--- config.mk ---
export PLATFORM = sky130hd
export DESIGN_NAME = hex_display_bank
export DESIGN_NICKNAME = d
export VERILOG_FILES = /design/src/rtl/hex_display_bank.sv
export SDC_FILE = /design/constraint.sdc
export NUM_CORES = 1
export LEC_CHECK = 0
export ABC_AREA = 1
export ABC_CLOCK_PERIOD_IN_PS = 5480
export BUFFER_PORTS_ARGS = -buffer_cell sky130_fd_sc_hd__buf_2
export CAP_MARGIN = 25
export CORE_AREA = 2 2 140 142
export CTS_CLUSTER_SIZE = 8
export DETAILED_ROUTE_END_ITERATION = 8
export DIE_AREA = 0 0 142 144
export HOLD_SLACK_MARGIN = 0.02
export PLACE_DENSITY = 0.7
export SYNTH_ARGS = -nofsm -noshare
export SYNTH_HDL_FRONTEND = slang
export SYNTH_SLANG_ARGS = --single-unit
--- constraint.sdc ---
create_clock -name Clk -period 5.48 [get_ports Clk]
set_clock_uncertainty 0.1 [all_clocks]
set_input_delay 0.274 -clock Clk [delete_from_list [all_inputs] [get_ports Clk]]
set_output_delay 0.274 -clock Clk [all_outputs]
set_load 0.02 [all_outputs]
--- src/rtl/hex_display_bank.sv ---
// Multi-digit active-low seven-segment controller: latched hex word with static,
// leading-zero blank, scroll and off modes, plus per-digit blinking.
module hex_display_bank #(
    parameter int unsigned NUM_DIGITS = 8,
    parameter int unsigned BLINK_DIV  = 25000000,
    parameter int unsigned SCROLL_DIV = 12500000
) (
    input  logic                    Clk,
    input  logic                    Reset,
    input  logic                    load,
    input  logic [4*NUM_DIGITS-1:0] value,
    input  logic [1:0]              mode,
    input  logic [NUM_DIGITS-1:0]   blink_mask,
    output logic [7*NUM_DIGITS-1:0] segs,
    output logic                    scroll_wrap
);

    localparam int unsigned BW = $clog2(BLINK_DIV);
    localparam int unsigned SW = $clog2(SCROLL_DIV);
    localparam int unsigned OW = $clog2(NUM_DIGITS);

    localparam logic [1:0] MODE_LZB    = 2'b01;
    localparam logic [1:0] MODE_SCROLL = 2'b10;
    localparam logic [1:0] MODE_OFF    = 2'b11;
    localparam logic [6:0] SEG_BLANK   = 7'h7F;

    logic [4*NUM_DIGITS-1:0] shadow_q, shadow_d;
    logic [BW-1:0]           blink_cnt_q, blink_cnt_d;
    logic                    blink_ph_q, blink_ph_d;
    logic                    blink_wrap_c;
    logic [SW-1:0]           scroll_cnt_q, scroll_cnt_d;
    logic [OW-1:0]           offset_q, offset_d;
    logic                    wrap_q, wrap_d;
    logic [7*NUM_DIGITS-1:0] segs_q, segs_d;

    logic [OW-1:0] rot;
    logic          seen_nz;
    logic [3:0]    nib;
    logic [6:0]    dig;
    int            src;

    function automatic logic [6:0] hex7(input logic [3:0] h);
        logic [6:0] s;
        case (h)
            4'h0:    s = 7'h40;
            4'h1:    s = 7'h79;
            4'h2:    s = 7'h24;
            4'h3:    s = 7'h30;
            4'h4:    s = 7'h19;
            4'h5:    s = 7'h12;
            4'h6:    s = 7'h02;
            4'h7:    s = 7'h78;
            4'h8:    s = 7'h00;
            4'h9:    s = 7'h10;
            4'hA:    s = 7'h08;
            4'hB:    s = 7'h03;
            4'hC:    s = 7'h46;
            4'hD:    s = 7'h21;
            4'hE:    s = 7'h06;
            default: s = 7'h0E;
        endcase
        return s;
    endfunction

    // Shadow capture, free-running blink timebase and scroll stepping.
    always_comb begin
        shadow_d     = load ? value : shadow_q;
        blink_wrap_c = (blink_cnt_q == BW'(BLINK_DIV - 1));
        blink_cnt_d  = blink_wrap_c ? '0 : blink_cnt_q + BW'(1);
        blink_ph_d   = blink_ph_q ^ blink_wrap_c;

        scroll_cnt_d = '0;
        offset_d     = '0;
        wrap_d       = 1'b0;
        if (mode == MODE_SCROLL) begin
            if (scroll_cnt_q == SW'(SCROLL_DIV - 1)) begin
                // A load on the step edge restarts the scroll unrotated
                if (!load) begin
                    wrap_d   = (offset_q == OW'(NUM_DIGITS - 1));
                    offset_d = wrap_d ? '0 : offset_q + OW'(1);
                end
            end else begin
                scroll_cnt_d = scroll_cnt_q + SW'(1);
                offset_d     = offset_q;
            end
        end
    end

    // Per-digit segment selection; scans MSB first so leading zeros can be tracked.
    always_comb begin
        segs_d  = '1;
        seen_nz = 1'b0;
        nib     = '0;
        dig     = SEG_BLANK;
        src     = 0;
        rot     = (mode == MODE_SCROLL) ? offset_q : '0;
        for (int i = NUM_DIGITS - 1; i >= 0; i--) begin
            if (i >= int'(rot)) src = i - int'(rot);
            else                src = i + int'(NUM_DIGITS) - int'(rot);
            nib     = shadow_q[4*src +: 4];
            seen_nz = seen_nz | (nib != 4'h0);
            dig     = hex7(nib);
            if (mode == MODE_LZB && !seen_nz && i != 0) dig = SEG_BLANK;
            if (mode == MODE_OFF)                       dig = SEG_BLANK;
            if (blink_ph_q && blink_mask[i])            dig = SEG_BLANK;
            segs_d[7*i +: 7] = dig;
        end
    end

    always_ff @(posedge Clk or negedge Reset) begin
        if (!Reset) begin
            shadow_q     <= '0;
            blink_cnt_q  <= '0;
            blink_ph_q   <= 1'b0;
            scroll_cnt_q <= '0;
            offset_q     <= '0;
            wrap_q       <= 1'b0;
            segs_q       <= '1;
        end else begin
            shadow_q     <= shadow_d;
            blink_cnt_q  <= blink_cnt_d;
            blink_ph_q   <= blink_ph_d;
            scroll_cnt_q <= scroll_cnt_d;
            offset_q     <= offset_d;
            wrap_q       <= wrap_d;
            segs_q       <= segs_d;
        end
    end

    assign segs        = segs_q;
    assign scroll_wrap = wrap_q;

endmodule

# [Word-level counts from Yosys, hierarchy flattened]
# Memory sizes are Yosys's and may differ from the RTL's.
# Index checks and enable logic that the tools add are counted.
[classes] shifts=8 reduce_logical=29 div=0 muxes=41 add_sub_neg=18 n_eq_ne=7 multipliers=0 magnitude_cmp=7 bitwise_logic=7
[ops] cell="$shiftx 32x32->4" count=7
[ops] cell="$mux 30" count=7
[ops] cell="$mux 7" count=23
[ops] cell="$mux 24" count=2
[ops] cell="$sub 4x3->5 const A" count=7
[ops] cell="$shiftx 32x6->4" count=1
[ops] cell="$reduce_bool 4->1" count=7
[ops] cell="$add 25x1->25 const B" count=1
[ops] cell="$eq 25x25->1 const B" count=1
[ops] cell="$mux 25" count=1
[ops] cell="$add 24x1->24 const B" count=1
[ops] cell="$eq 24x24->1 const B" count=1
[ops] cell="$sub 3x3->4 const A" count=4
[ops] cell="$logic_and 1x1->1" count=15
[ops] cell="$mux 3" count=5
[ops] cell="$ge 3x3->1 const A" count=3
[ops] cell="$sub 1x3->4 const A" count=2
[ops] cell="$sub 2x3->4 const A" count=2
[ops] cell="$logic_not 1->1" count=7
[ops] cell="$ge 1x3->1 const A" count=2
[ops] cell="$ge 2x3->1 const A" count=2
[ops] cell="$or 1x1->1" count=6
[ops] cell="$eq 2x2->1 const B" count=2
[ops] cell="$add 3x1->3 const B" count=1
[ops] cell="5 further kinds" count=7
[totals] word_cells=132 reg_bits=142 rom_bits=896 mem_bits_rw=0 latch_bits=0 in_bits=45 output_inout_bits=57 n_memories=8
[mem_list] name="(no name shown)" words=16 word_bits=7 read_ports=1 rd_ports_with_merged_regs=0 wr=0 line_no="44" text="case (h)"
[mem_list] name="(no name shown)" words=16 word_bits=7 read_ports=1 rd_ports_with_merged_regs=0 wr=0 line_no="44"
[mem_list] name="(no name shown)" words=16 word_bits=7 read_ports=1 rd_ports_with_merged_regs=0 wr=0 line_no="44"
[mem_list] name="(no name shown)" words=16 word_bits=7 read_ports=1 rd_ports_with_merged_regs=0 wr=0 line_no="44"
[mem_list] name="(no name shown)" words=16 word_bits=7 read_ports=1 rd_ports_with_merged_regs=0 wr=0 line_no="44"
[mem_list] name="(no name shown)" words=16 word_bits=7 read_ports=1 rd_ports_with_merged_regs=0 wr=0 line_no="44"
[mem_list] name="2 more memories"

# [Depth between registers and ports, before layout]
[logic_depth] word_depth=17 depth_mapped=20 ltp_nobuf=19

# [Worst setup path before layout]
# OpenSTA, ideal clock, no wires.
[synth_path] path_type="register to register" from="register offset_q[1]" to="register segs_q[18], in the netlist segs[18]" setup_time_ns=0.064 required_ns=5.316 arrival_time_ns=3.064 path_slack_ns=2.253 stages_incl_launch_ff=18 path_buffers=1 synth_period_minus_slack_ns=3.227 path_cell_list="dfrtp_1 -> inv_2 -> nor2_4 -> buf_4 -> ha_1 -> inv_1 -> ha_1 -> inv_1 -> o211ai_1 -> ha_1 -> inv_1 -> nor2_1 -> inv_1 -> nor3_1 -> nand2_2 -> nor2_4 -> nand3_1 -> nand3_1"
[synth_via] elab_chain_len=15
[synth_rtl] item="start: declaration" line_no="32" text="logic [OW-1:0] offset_q, offset_d;"
[synth_rtl] item="start signal: assignment" line_no="124" text="offset_q <= offset_d;"
[synth_rtl] item="$mux 3 (*)" line_no="96" text="rot = (mode == MODE_SCROLL) ? offset_q : '0;"
[synth_rtl] item="$sub 4x3->5, or another cell as far along" line_no="99" text="else src = i + int'(NUM_DIGITS) - int'(rot);"
[synth_rtl] item="$mux 30" line_no="98" text="if (i >= int'(rot)) src = i - int'(rot);"
[synth_rtl] item="$shiftx 32x32->4" line_no="100" text="nib = shadow_q[4*src +: 4];"
[synth_rtl] item="$reduce_bool 4->1" line_no="101" text="seen_nz = seen_nz | (nib != 4'h0);"
[synth_rtl] item="$or 1x1->1 (5 in a row)" line_no="101"
[synth_rtl] item="$logic_not 1->1" line_no="103" text="if (mode == MODE_LZB && !seen_nz && i != 0) dig = SEG_BLANK;"
[synth_rtl] item="$logic_and 1x1->1" line_no="103"
[synth_rtl] item="$mux 7 (*)" line_no="103"
[synth_rtl] item="$mux 7 (*)" line_no="104" text="if (mode == MODE_OFF) dig = SEG_BLANK;"
[synth_rtl] item="$mux 7 (*)" line_no="105" text="if (blink_ph_q && blink_mask[i]) dig = SEG_BLANK;"
[synth_rtl] item="via segs_d[18]" line_no="34" text="logic [7*NUM_DIGITS-1:0] segs_q, segs_d;"
[synth_rtl] item="end signal: assignment" line_no="126" text="segs_q <= segs_d;"
[synth_rtl] item="end: declaration" line_no="34"
# Mark *: on every way through the listed nets, which the timed path passes. The rest lies on a longest branch.
# A chain may end at the register's enable or synchronous reset.

# [Worst setup path after layout]
[layout_path] from="register offset_q[0]" to="register segs_q[48], in the netlist segs[48]"
[layout_via] elab_chain_len=11
[layout_rtl] item="$mux 3 (*)" line_no="96"
[layout_rtl] item="branches (longest 7 deep; another with $mem_v2 16x7)"
[layout_rtl] item="$mux 7 (*)" line_no="103"
[layout_rtl] item="$mux 7 (*)" line_no="104"
[layout_rtl] item="$mux 7 (*)" line_no="105"
[layout_rtl] item="via segs_d[48]" line_no="34"
# Mark *: on every way through the listed nets, which the timed path passes.

==> results.json <==
{
  "clock_root_buffer": "clkbuf_16",
  "synth_top_area_share": 0.228,
  "final_core_utilization": 0.577,
  "gpl.final_weighted_congestion": 0.960,
  "synthesized_instance_count": 1258,
  "worstMarginPinSlew_ps": 860,
  "irDropWorstVdd_v": 0.000198,
  "timing.hold.ws_ps": 108,
  "max_freq_mhz": 252,
  "routed_wire_length_per_instance_um": 14.4,
  "timing.critical_path.arrival_ps": 4190,
  "die_width_um": 142,
  "drt_first_iter_violations": 810,
  "total_power_w": 0.00306,
  "synth-edff-count": 0,
  "synthesis.area_um2": 9460,
  "remaining_drc_errors": 0,
  "fraction_of_final_layout_cells_sized_beyond_drive_strength_1": 0.179,
  "synthesis.nets": 1366,
  "count_of_input_and_output_buffers": 101,
  "worst-setup-path-type": "flip-flop to flip-flop",
  "grt_setup_unrepaired": "no",
  "postSynth.asyncResetShare": 1.00,
  "netlist_cell_types": 49,
  "finalCriticalPeriod_ps": 3970,
  "status": "completed",
  "post_cts.resized_instances": 0,
  "timing.final.max_slew_violations": 0,
  "final_common_cell": "nand2_1",
  "hold_path.class": "primary input to flip-flop",
  "largest_net_degree_at_the_start_of_global_routing": 75,
  "cts_hold_buffers": 33,
  "antenna_found_initial": 0,
  "routed_wl_mm": 23.6,
  "h_tree_levels": 4,
  "grt_first_pass_wirelength_mm": 39.3,
  "ys.warnings.count": 0,
  "cell_internal_pwr_w": 0.00210,
  "route.antenna.remaining_nets": 0,
  "critPathRequiredTime_ps": 5700,
  "area.growth.synth_to_final_pct": 16.3,
  "clkSlewWorstSetupHoldPaths_ps": 60,
  "power_frac_comb": 0.237,
  "grt_pass1_vias": 8083,
  "syn_avg_cell_area_um2": 7.52,
  "final-setup-viol-count": 0,
  "drt-pass1-iter-count": 6,
  "all_layer_gr_usage": 0.241,
  "core-area_um2": 19100,
  "p_leak_nw": 5.41,
  "insertion_delay_ps": 420,
  "switching_power_summed_over_all_nets_w": 0.000964,
  "i_o_pins": 102,
  "swShare": 0.315,
  "nets": 1492,
  "num_rows": 51,
  "startpoint_type": "flip-flop",
  "cts.sinks": 142,
  "cts.path.max_buffers": 2,
  "power.density_nw_per_um2": 278,
  "clockPowerShare": 0.357,
  "synth_flop_cell": "dfrtp_1",
  "final_min_period_over_clock_period": 0.725,
  "sequential_element_share_of_the_synthesized_area": 0.383,
  "max-cap-violations": 0,
  "clock_tree_from_tritoncts": "done",
  "via_count": 8769,
  "grt_overflow_total": 0,
  "finalSetupTns_ps": 0,
  "placed_wire_length_estimate_mm": 17.5,
  "hold_viol": 0,
  "antenna-diode-count": 0,
  "netlist_top_cells_area": "dfrtp_1 23%, dfstp_2 16%, nand2_1 13%, ha_1 8.3%, nand3_1 6.6%",
  "cts-buffers-inserted": 17,
  "critical_path.max_fanout": 36,
  "yosysTopAreaCell": "dfrtp_1",
  "slew-limit-headroom": 0.421,
  "vias_per_cell": 5.36,
  "critPathCaptureType": "flip-flop",
  "fillCellCount": 1727,
  "sequential_power_share": 0.406,
  "cts.repair_timing.setup_buffer_count": 0,
  "fp.dieArea_um2": 20400,
  "chipHeight_um": 144,
  "mostFrequentLayoutCells": "340 x nand2_1, 147 x inv_1, 124 x nand3_1",
  "floorplan.initialDensity": 0.496,
  "yosys_register_bits": 142
}
[layer usage]
layer  part of all wire  vias to the layer above  wire [um]  GRT usage
li1                   -                     4395          -          -
met1               0.47                     4045      11000      0.336
met2               0.46                      292      10800      0.380
met3              0.058                       37       1370     0.0430
met4              0.021                        0        488     0.0795
met5                  0                        -          0          0
[stage by stage]
stage / instance area [um2] / std cells / worst slack (ps)
floorplan: 9460 / 1258 / 2250
global placement: 10100 / 1570 / 1550
detailed placement: 10100 / 1570 / 1440
CTS: 11000 / 1635 / 1530
global route: 11000 / 1635 / 1020
finish: 11000 / 1635 / 1510
[Yosys cell counts, types with 4 or more instances]
master	number
nand2_2	6
mux2_2	17
nor2_1	83
buf_4	7
nand3_1	124
o2111ai_1	4
o21ai_2	4
inv_1	147
o211ai_1	15
inv_2	9
buf_2	11
nor3_1	23
nor4_1	10
nor2_2	7
ha_1	63
a21oi_1	47
dfrtp_1	86
o21a_1	8
nand4_1	33
dfstp_2	56
o21ai_1	10
o21ai_0	81
nand3_2	9
xor2_1	10
clkbuf_1	9
nand2_1	340
[final cells by class]
cell class	count	area, um2	area share
Clock buffer	25	485	0.0441
Tap cell	238	298	0.0271
Timing Repair Buffer	137	865	0.0786
Inverter	157	589	0.0536
Sequential cell	142	3620	0.329
Multi-Input combinational cell	929	5070	0.461
Clock inverter	7	65.1	0.00591
[kinds of logic after synthesis]
group / synth area share
mux: 0.0202
compound gates: 0.112
buf+inv: 0.0801
xor+xnor: 0.0111
fa+ha+maj: 0.0834
simple gates: 0.310
flops: 0.383
[critical path: stages, from the launching register on]
cell and delay, ps:
dfrtp_1 690, nand3_2 470, buf_4 400, o21ai_0 230, inv_1 80, o21ai_0 270, nand2_1 80, o21ai_1 280
inv_1 160, ha_1 250, nand3_1 160, nor2_1 100, nand2_1 80, nor2_1 70, nor2_2 250, o2111ai_1 180
[worst paths after layout]
check	from	to	slack [ps]	cells after the start
setup reg to reg	offset_q[0]	segs[48]	1510	15
hold / removal	blink_mask[1]	segs[10]	110	5
hold reg to reg	blink_cnt_q[0]	blink_cnt_q[0]	350	1
min in group asynchronous	Reset	blink_cnt_q[10]	320	2
max in group asynchronous	Reset	shadow_q[0]	3630	3
setup / recovery	offset_q[0]	segs[48]	1510	15
[power by group through the flow]
| stage | logic (W) | clock network [W] | registers, W |
|---|---|---|---|
| 5_1_grt | 0.000816 | 0.00116 | 0.00125 |
| 3_5_place_dp | 0.000702 | 0 | 0.00126 |
| 4_1_cts | 0.000723 | 0.00111 | 0.00125 |
| 2_1_floorplan | 0.000387 | 0 | 0.00136 |
| 3_3_place_gp | 0.000696 | 0 | 0.00126 |
| 6_report | 0.000725 | 0.00109 | 0.00124 |
[state kept, by name, summed over array words and instances, names as in the netlist]
signal and flops:
scroll_wrap 1, scroll_cnt_q 24, segs 56, shadow_q 32
blink_ph_q 1, blink_cnt_q 25, offset_q 3
Power figures use the tool's default switching activity.
